### src/rtl/dmem_pingpong_pkg.sv
// Shared types and helpers for the dmem ping-pong scheduler.
package dmem_pingpong_pkg;

  localparam int unsigned PERF_W = 16;

  typedef enum logic [1:0] {
    FILL  = 2'd0,
    BOTH  = 2'd1,
    WFULL = 2'd2,
    SWAP  = 2'd3
  } state_t;

  typedef struct packed {
    logic rd_bank;
    logic wr_acc;
    logic rd_issue;
    logic rd_done;
  } sched_flags_t;

  // Highest in-bank index; reserved as the parking slot for idle write addresses.
  function automatic int unsigned scratch_idx(input int unsigned addr);
    return (32'd1 << (addr - 32'd1)) - 32'd1;
  endfunction

endpackage

### src/rtl/dmem_pingpong_perf.sv
// Saturating stall/starve counters for the dmem ping-pong scheduler.
// Only compiled when DMEM_PINGPONG_CTRL_PERF_EN is defined.
`ifdef DMEM_PINGPONG_CTRL_PERF_EN
module dmem_pingpong_perf
  import dmem_pingpong_pkg::*;
(
  input  logic              clk,
  input  logic              rst,
  input  logic              wr_stall,
  input  logic              rd_idle,
  input  logic              frame_swap,
  output logic [PERF_W-1:0] wr_stall_cnt,
  output logic [PERF_W-1:0] rd_starve_cnt
);

  logic seen_frame;

  // Starvation only means something once a first frame has been handed over.
  always_ff @(posedge clk) begin
    if (rst) begin
      seen_frame    <= 1'b0;
      wr_stall_cnt  <= '0;
      rd_starve_cnt <= '0;
    end else begin
      if (frame_swap) begin
        seen_frame <= 1'b1;
      end
      if (wr_stall && (wr_stall_cnt != '1)) begin
        wr_stall_cnt <= wr_stall_cnt + PERF_W'(1);
      end
      if (rd_idle && seen_frame && (rd_starve_cnt != '1)) begin
        rd_starve_cnt <= rd_starve_cnt + PERF_W'(1);
      end
    end
  end

endmodule
`endif

### src/rtl/dmem_pingpong_ctrl.sv
// Ping-pong bank scheduler for the PE data memory: producer fills one bank, consumer drains the other.
// Define DMEM_PINGPONG_CTRL_PERF_EN to build the saturating perf counters.
module dmem_pingpong_ctrl
  import dmem_pingpong_pkg::*;
#(
  parameter int unsigned BITS = 32,
  parameter int unsigned ADDR = 9
) (
  input  logic              clk,
  input  logic              rst,
  input  logic              wr_valid,
  output logic              wr_ready,
  input  logic [BITS-1:0]   wr_data,
  input  logic              wr_last,
  output logic              rd_valid,
  input  logic              rd_ready,
  output logic [BITS-1:0]   rd_data,
  output logic              rd_last,
  output logic              err_ovf,
  output logic [PERF_W-1:0] wr_stall_cnt,
  output logic [PERF_W-1:0] rd_starve_cnt,
  output logic              mem_cen,
  output logic              mem_gwen,
  output logic [ADDR-1:0]   mem_addr_r,
  output logic [ADDR-1:0]   mem_addr_w,
  output logic [BITS-1:0]   mem_data_i,
  input  logic [BITS-1:0]   mem_q
);

  localparam int unsigned     LO_W     = ADDR - 1;
  localparam logic [LO_W-1:0] SCRATCH  = LO_W'(scratch_idx(ADDR));
  localparam logic [LO_W-1:0] LAST_IDX = SCRATCH - LO_W'(1);

  state_t          state;
  state_t          state_nxt;
  sched_flags_t    flags;
  logic            rd_bank;
  logic [LO_W-1:0] wr_ptr;
  logic [LO_W-1:0] rd_ptr;
  logic [LO_W-1:0] rd_len;
  logic [LO_W-1:0] rd_addr_q;
  logic            wr_end;
  logic            rd_avail;

  // State register.
  always_ff @(posedge clk) begin
    if (rst) begin
      state <= FILL;
    end else begin
      state <= state_nxt;
    end
  end

  // Next state, handshakes and the memory port drive.
  always_comb begin
    state_nxt      = state;
    flags.rd_bank  = rd_bank;
    flags.wr_acc   = wr_valid && wr_ready;
    flags.rd_done  = rd_valid && rd_ready && rd_last;
    wr_end         = wr_last || (wr_ptr == LAST_IDX);
    rd_avail       = (rd_ptr != rd_len) && ((state == BOTH) || (state == WFULL));
    flags.rd_issue = rd_avail && (!rd_valid || rd_ready);

    unique case (state)
      FILL: begin
        if (flags.wr_acc && wr_end) begin
          state_nxt = SWAP;
        end
      end
      BOTH: begin
        if (flags.wr_acc && wr_end && flags.rd_done) begin
          state_nxt = SWAP;
        end else if (flags.wr_acc && wr_end) begin
          state_nxt = WFULL;
        end else if (flags.rd_done) begin
          state_nxt = FILL;
        end
      end
      WFULL: begin
        if (flags.rd_done) begin
          state_nxt = SWAP;
        end
      end
      SWAP: begin
        state_nxt = BOTH;
      end
      default: begin
        state_nxt = FILL;
      end
    endcase

    // Stalled reads keep the last issued address so mem_q survives write-only cycles.
    mem_gwen   = 1'b1;
    mem_cen    = !(flags.wr_acc || flags.rd_issue);
    mem_addr_r = {flags.rd_bank, (flags.rd_issue ? rd_ptr : rd_addr_q)};
    mem_addr_w = {~flags.rd_bank, (flags.wr_acc ? wr_ptr : SCRATCH)};
    mem_data_i = wr_data;
  end

  assign rd_data = mem_q;

  // Pointers, bank ownership and registered handshake outputs.
  always_ff @(posedge clk) begin
    if (rst) begin
      rd_bank   <= 1'b0;
      wr_ptr    <= '0;
      rd_ptr    <= '0;
      rd_len    <= '0;
      rd_addr_q <= SCRATCH;
      wr_ready  <= 1'b0;
      rd_valid  <= 1'b0;
      rd_last   <= 1'b0;
      err_ovf   <= 1'b0;
    end else begin
      wr_ready <= (state_nxt == FILL) || (state_nxt == BOTH);

      if (state == SWAP) begin
        rd_bank <= ~rd_bank;
        rd_len  <= wr_ptr;
        wr_ptr  <= '0;
        rd_ptr  <= '0;
      end else begin
        if (flags.wr_acc) begin
          wr_ptr <= wr_ptr + LO_W'(1);
        end
        if (flags.rd_issue) begin
          rd_ptr <= rd_ptr + LO_W'(1);
        end
      end

      if (flags.rd_issue) begin
        rd_addr_q <= rd_ptr;
        rd_valid  <= 1'b1;
        rd_last   <= ((rd_ptr + LO_W'(1)) == rd_len);
      end else if (rd_ready) begin
        rd_valid <= 1'b0;
        rd_last  <= 1'b0;
      end

      // A frame that reaches the scratch slot is cut short and flagged.
      if (flags.wr_acc && !wr_last && (wr_ptr == LAST_IDX)) begin
        err_ovf <= 1'b1;
      end
    end
  end

`ifdef DMEM_PINGPONG_CTRL_PERF_EN
  dmem_pingpong_perf u_perf (
    .clk           (clk),
    .rst           (rst),
    .wr_stall      (wr_valid && !wr_ready),
    .rd_idle       ((state == FILL) || (state == SWAP)),
    .frame_swap    (state == SWAP),
    .wr_stall_cnt  (wr_stall_cnt),
    .rd_starve_cnt (rd_starve_cnt)
  );
`else
  assign wr_stall_cnt  = '0;
  assign rd_starve_cnt = '0;
`endif

endmodule

### config.mk
export PLATFORM = sky130hd
export DESIGN_NAME = dmem_pingpong_ctrl
export DESIGN_NICKNAME = d
export VERILOG_FILES = /design/src/rtl/dmem_pingpong_pkg.sv /design/src/rtl/dmem_pingpong_perf.sv /design/src/rtl/dmem_pingpong_ctrl.sv
export SDC_FILE = /design/constraint.sdc
export NUM_CORES = 1
export LEC_CHECK = 0
export CAP_MARGIN = 20
export CORE_MARGIN = 3
export CORE_UTILIZATION = 29
export CTS_CLUSTER_SIZE = 20
export DETAILED_ROUTE_END_ITERATION = 10
export PLACE_DENSITY_LB_ADDON = 0.05
export SYNTH_ARGS = -nofsm -noshare
export SYNTH_HDL_FRONTEND = slang
export SYNTH_HIERARCHICAL = 1
export SYNTH_SLANG_ARGS = --single-unit
### constraint.sdc
create_clock -name clk -period 2.3 [get_ports clk]
set_input_delay 0.46 -clock clk [delete_from_list [all_inputs] [get_ports clk]]
set_output_delay 0.46 -clock clk [all_outputs]
set_load 0.005 [all_outputs]
==> metrics.cfg, run 1 <==
[outcome]
outcome = complete, but fails checks
violations = setup timing

[sta]
layout_setup_ws_ns = -0.133
hold_viol = 0
rsz0062_at_grt = yes
setup_violations = 8
max_freq_mhz = 411
worst_hold_slack_ns = 0.491
slew_violations = 0
finalClockSkew_ns = 0.0104
period_share_pct = 106
post-route-min-period_ns = 2.43

[global_routing]
grt_pass1_vias = 1924
grt_overflow = 0
grt_max_degree = 25
antenna_found_initial = 0
grtUsageTotal_pct = 11.3
grt_pass1_wl_um = 9920

[layout]
fillCellCount = 995
drive_gt1_share_pct = 26.2
multi_input_area_um2 = 1410
final_common_cell = buf_4
antenna_cells = 0
syn_to_final_growth_pct = 10.8
fin_nets = 399
final-seq-area_um2 = 787
final_cell_mix = 39 x buf_4, 34 x dfxtp_1, 33 x conb_1

[pwr]
power.leakage_nw = 1.30
vdd_drop_max_v = 0.000297
power.density_nw_per_um2 = 498
finalPower_mw = 1.56

[floorplanning]
die_area_um2 = 11000
dieWidth_um = 105
fp.dieH_um = 105
ios = 189
fp-row-count = 35
coreArea_um2 = 9370
start_util_pct = 30.3

[synth]
syn-cell-area_um2 = 2840
ys_warn_count = 6
async_flop_share_pct = 0
synth-seq-cells = 39
syn_area_per_cell_um2 = 8.60
syn_inst = 330
ys.flop_type = dfxtp_1
synth.distinct_cells = 45
yosysSeqAreaShare_pct = 27.5
synth-edff-count = 0

[routing]
post_drt_wl_per_cell_um = 13.2
firstDrtPassIters = 4
drt-initial-drc-count = 25
vias = 1858
drc = 0
antenna_left = 0
vias_per_cell = 4.10
drt_wl_total_um = 5980

[run]
drv_cap = 0

[placed_design]
dp_hpwl_um = 4540
port_buffers = 27
place_congestion = 0.754
place_ws_ns = -0.373

[setup_path]
startpoint_type = flip-flop
arrival_ns = 1.97
critPathKind = flip-flop to output port
cp-end-kind = output port
rr_worst_depth = 8
regToRegSetupSlack_ns = 0.17
required_ns = 1.84
crit_path_max_fanout = 5

[clock_network]
clk_pin_slew_ns = 0.09
cts_htree_levels = 2
clock_sinks = 39
cts_root_buffer = clkbuf_8
tritoncts = built
clk_path_buf_depth = 2
cts_buffers = 5
worstSkewPairLatency_ns = 0.29
cts_hold_buffers = 0

[worst_hold_path]
whs_path_depth = 2
hold_class = flip-flop to flip-flop

-- metrics by stage --
| step | cell area [um2] | util [%] | TNS [ns] | cells |
|---|---|---|---|---|
| after global placement | 2870 | 30.6 | -3.46 | 443 |
| final | 3140 | 33.6 | -1.02 | 453 |
| after detailed placement | 2870 | 30.6 | -3.30 | 443 |
| after global routing | 3140 | 33.6 | -1.94 | 453 |
| after CTS | 3120 | 33.2 | -1.35 | 453 |
| after floorplan | 2950 | - | 0 | 361 |
-- what timing repair did --
item	4_1_cts	5_1_grt
hold endpoints to repair	0	0
gates resized for setup	59	9
endpoints found under the setup margin	18	17
cloned	1	0
setup buffers	1	0
pin swaps	5	0
-- cells in the mapped netlist, drive strengths merged (8+ instances only) --
cell      n  area share, %
nor2     32            4.2
buf     106             28
nand2    11            1.5
nand2b   10            2.2
or2      10            2.2
dfxtp    39             28
mux2i    10            3.5
mux2      9            4.6
a21oi     8            1.4
xor2     12            3.7
xnor2    13            4.0
-- per-layer routing --
metal | vias up | global-route usage, % | share of wire (%) | routed length (um)
li1 | 931 | - | - | -
met4 | 0 | 4.12 | 1.9 | 111
met1 | 842 | 14.7 | 47 | 2780
met2 | 67 | 17.9 | 46 | 2740
met5 | - | 0 | 0 | 0
met3 | 18 | 3.03 | 5.8 | 345
-- power breakdown --
group          switching [mW]  internal (mW)
clock network           0.254          0.434
logic                  0.0950         0.0878
registers             0.00798          0.685
total                   0.357           1.21
-- area by class of cell --
type / instances / area share [%]
repair buffers: 68 / 20.3
clock inverters: 2 / 1.91
flip-flops and latches: 39 / 25.0
clock buffers: 6 / 2.31
multi-input cells: 204 / 44.7
inverters: 5 / 0.597
well taps: 129 / 5.13
-- sequential cells by signal, summed over array words and instances, names as in the netlist --
register	count
rd_len	8
rd_bank	1
rd_valid	1
wr_ptr	8
err_ovf	1
state	2
rd_ptr	8
rd_last	1
wr_ready	1
rd_addr_q	8
-- kinds of logic after synthesis --
| group | synth area share, % |
|---|---|
| AO/OA/AOI/OAI | 6.79 |
| flip-flops | 27.5 |
| other | 0.265 |
| adder cells (fa/ha/maj) | 3.09 |
| XOR/XNOR | 7.72 |
| AND/OR/NAND/NOR | 16.9 |
| buffers and inverters | 29.5 |
| multiplexers | 8.16 |
-- critical path: stages (launching register included) --
cell and delay (ns):
dfxtp_2 0.34, xnor2_2 0.17, nor4bb_2 0.30, buf_4 0.16
a21o_4 0.16, buf_12 0.13, mux2_4 0.30, buf_6 0.12
-- final timing paths --
path	startpoint	end
hold / removal	err_ovf$_SDFFE_PP0P_	err_ovf$_SDFFE_PP0P_
setup / recovery	rd_ptr[0]$_SDFFE_PP0P_	mem_addr_r[6]
hold reg to reg	err_ovf$_SDFFE_PP0P_	err_ovf$_SDFFE_PP0P_
setup reg to reg	rd_ptr[0]$_SDFFE_PP0P_	rd_last$_SDFFE_PP0P_
Note: power is estimated with default switching activity, not from simulation.
==> run 2, diff against run 1 <==
SLEW_MARGIN = 40   (was unset)
clock period = 3.1 ns   (was 2.3 ns; I/O delays follow)
==> run 2 against run 1 <==
  * The flow now finishes without violations
  * Wire length down 6.1%
  * Register-to-register slack better by 0.72 ns
  * Setup slack better by 0.28 ns
  * Clock power down 26%
  * Critical endpoint is now mem_addr_r[4]
  * Combinational power down 37%
  * Count of clock-buffer cells in the layout unchanged
  * Sequential power down 25%
  * Sequential share of layout area up 2.2 points
  * Critical path depth down 2
  * Die area unchanged
  * Highest routed layer unchanged
  * Clock skew about the same
  * Sequential cell count unchanged
==> metrics.cfg, run 2 (synthesis results as in run 1) <==
[global_routing]
grt_pass1_wl_um = 9270  ; -6.5%
grt_pass1_vias = 1808  ; -6.0%
grtUsageTotal_pct = 10.5  ; -0.79 points
grt_max_degree = 25  ; unchanged
antenna_found_initial = 0  ; unchanged
grt_overflow = 0  ; unchanged

[sta]
slew_violations = 0  ; unchanged
max_freq_mhz = 339
rsz0062_at_grt = no
finalClockSkew_ns = 0.0106  ; +0.000264 ns
post-route-min-period_ns = 2.95
slew_headroom_pct = 57.0
worst_slew_pin_slew_ns = 0.644
hold_viol = 0  ; unchanged
setup_violations = 0  ; -8
worst_hold_slack_ns = 0.499  ; +0.00843 ns
period_share_pct = 95.3

[setup_path]
crit_path_max_fanout = 10  ; +5
critPathKind = flip-flop to output port
rr_worst_depth = 7  ; -1
startpoint_type = flip-flop
cp-end-kind = output port
required_ns = 2.48  ; +0.64 ns
arrival_ns = 2.33  ; +0.36 ns

[layout]
drive_gt1_share_pct = 13.2  ; -13 points
fin_cells = 431  ; -4.9%
antenna_cells = 0  ; unchanged
final_common_cell = dfxtp_1
fin_nets = 377  ; -5.5%
syn_to_final_growth_pct = 0.926
final_cell_mix = 39 x dfxtp_1, 33 x conb_1, 32 x nor2_1

[floorplanning]
start_util_pct = 30.3  ; unchanged
ios = 189  ; unchanged
coreArea_um2 = 9370  ; unchanged
dieWidth_um = 105  ; unchanged
die_area_um2 = 11000  ; unchanged
fp.dieH_um = 105  ; unchanged
fp-row-count = 35  ; unchanged

[placed_design]
dpl.cell_count = 423  ; -4.5%
dp_hpwl_um = 4310  ; -5.1%
place_congestion = 0.759  ; +0.61%
port_buffers = 27  ; unchanged

[outcome]
outcome = finished, final reports clean

[pwr]
vdd_drop_max_v = 0.000196  ; -34%
power.leakage_nw = 1.14  ; -12%
power.density_nw_per_um2 = 400  ; -20%
finalPower_mw = 1.14  ; -27%

[run]
drv_cap = 0  ; unchanged

[clock_network]
cts_root_buffer = clkbuf_8
cts_htree_levels = 2  ; unchanged
clock_sinks = 39  ; unchanged
tritoncts = built
worstSkewPairLatency_ns = 0.29  ; about the same
clk_pin_slew_ns = 0.09  ; about the same
cts_hold_buffers = 0  ; unchanged
clk_path_buf_depth = 2  ; unchanged
post-cts-setup-buffers = 0  ; -1
cts_buffers = 5  ; unchanged

[worst_hold_path]
hold_class = flip-flop to flip-flop
whs_path_depth = 2  ; unchanged

[routing]
vias = 1752  ; -5.7%
drt-initial-drc-count = 30  ; +20%
post_drt_wl_per_cell_um = 13.0  ; -1.3%
antenna_left = 0  ; unchanged
drt_wl_total_um = 5620  ; -6.1%
vias_per_cell = 4.06  ; -0.89%
firstDrtPassIters = 4  ; unchanged
drc = 0  ; unchanged

[run 2: cell count changes in the layout (fill, tap and decap cells not counted), moves of 3 or more]
cell             before  now
dlymetal6s2s_1        7    0
dfxtp_1              34   39
clkdlybuf4s50_1      11   27
xor2_2                3    0
buf_6                 8    0
dfxtp_2               5    0
xor2_1                9   12
buf_4                39   19
[run 2: layout make-up]
class / count / area (um2)
Clock buffer: 6 / 72.6
Clock inverter: 2 / 60.1
Fill cell: 1035 / 6510
Inverter: 5 / 18.8
Multi-Input combinational cell: 204 / 1360
Sequential cell: 39 / 781
Tap cell: 129 / 161
Timing Repair Buffer: 46 / 413
[run 2: final timing paths]
path / start / endpoint / slack [ns]
max: rd_len[6]$_SDFFE_PP0P_ / mem_addr_r[4] / 0.15
min: err_ovf$_SDFFE_PP0P_ / err_ovf$_SDFFE_PP0P_ / 0.50
max reg2reg: rd_ptr[0]$_SDFFE_PP0P_ / rd_last$_SDFFE_PP0P_ / 0.89
min reg2reg: err_ovf$_SDFFE_PP0P_ / err_ovf$_SDFFE_PP0P_ / 0.50
[run 2: what timing repair did]
item,in CTS,in global routing
endpoints found under the setup margin,8,8
resized for setup,2,2
pin swaps,1,0
endpoints found under the hold margin,0,0
[run 2: worst max-delay path, stage by stage (launching register included)]
cell and delay, ns:
dfxtp_1 0.44, xor2_1 0.27, and4bb_1 0.27, a21o_4 0.29, mux2_4 0.32, clkdlybuf4s50_1 0.44
[run 2: metrics by stage]
| stage | setup slack [ns] | util, % | area (um2) | setup TNS, ns |
|---|---|---|---|---|
| 2_1_floorplan | 0.836 | - | 2950 | 0 |
| 3_3_place_gp | -0.0276 | 28.9 | 2710 | -0.199 |
| 3_5_place_dp | -0.0467 | 28.9 | 2710 | -0.345 |
| 4_1_cts | 0.0215 | 30.4 | 2850 | 0 |
| 5_1_grt | 0.0598 | 30.6 | 2860 | 0 |
| 6_report | 0.147 | 30.6 | 2860 | 0 |
[run 2: power by group]
part,leakage [nW],internal [mW],total [mW],switching (mW)
logic,0.763,0.0534,0.116,0.0626
clock network,0.0654,0.322,0.511,0.189
registers,0.315,0.509,0.517,0.00870
[run 2: metal layers]
layer / track usage (%) / wire length, um / up-vias
li1: - / - / 890
met1: 14.1 / 2700 / 796
met2: 16.4 / 2550 / 52
met3: 2.84 / 310 / 14
met4: 3.19 / 49 / 0
met5: 0 / 0 / -
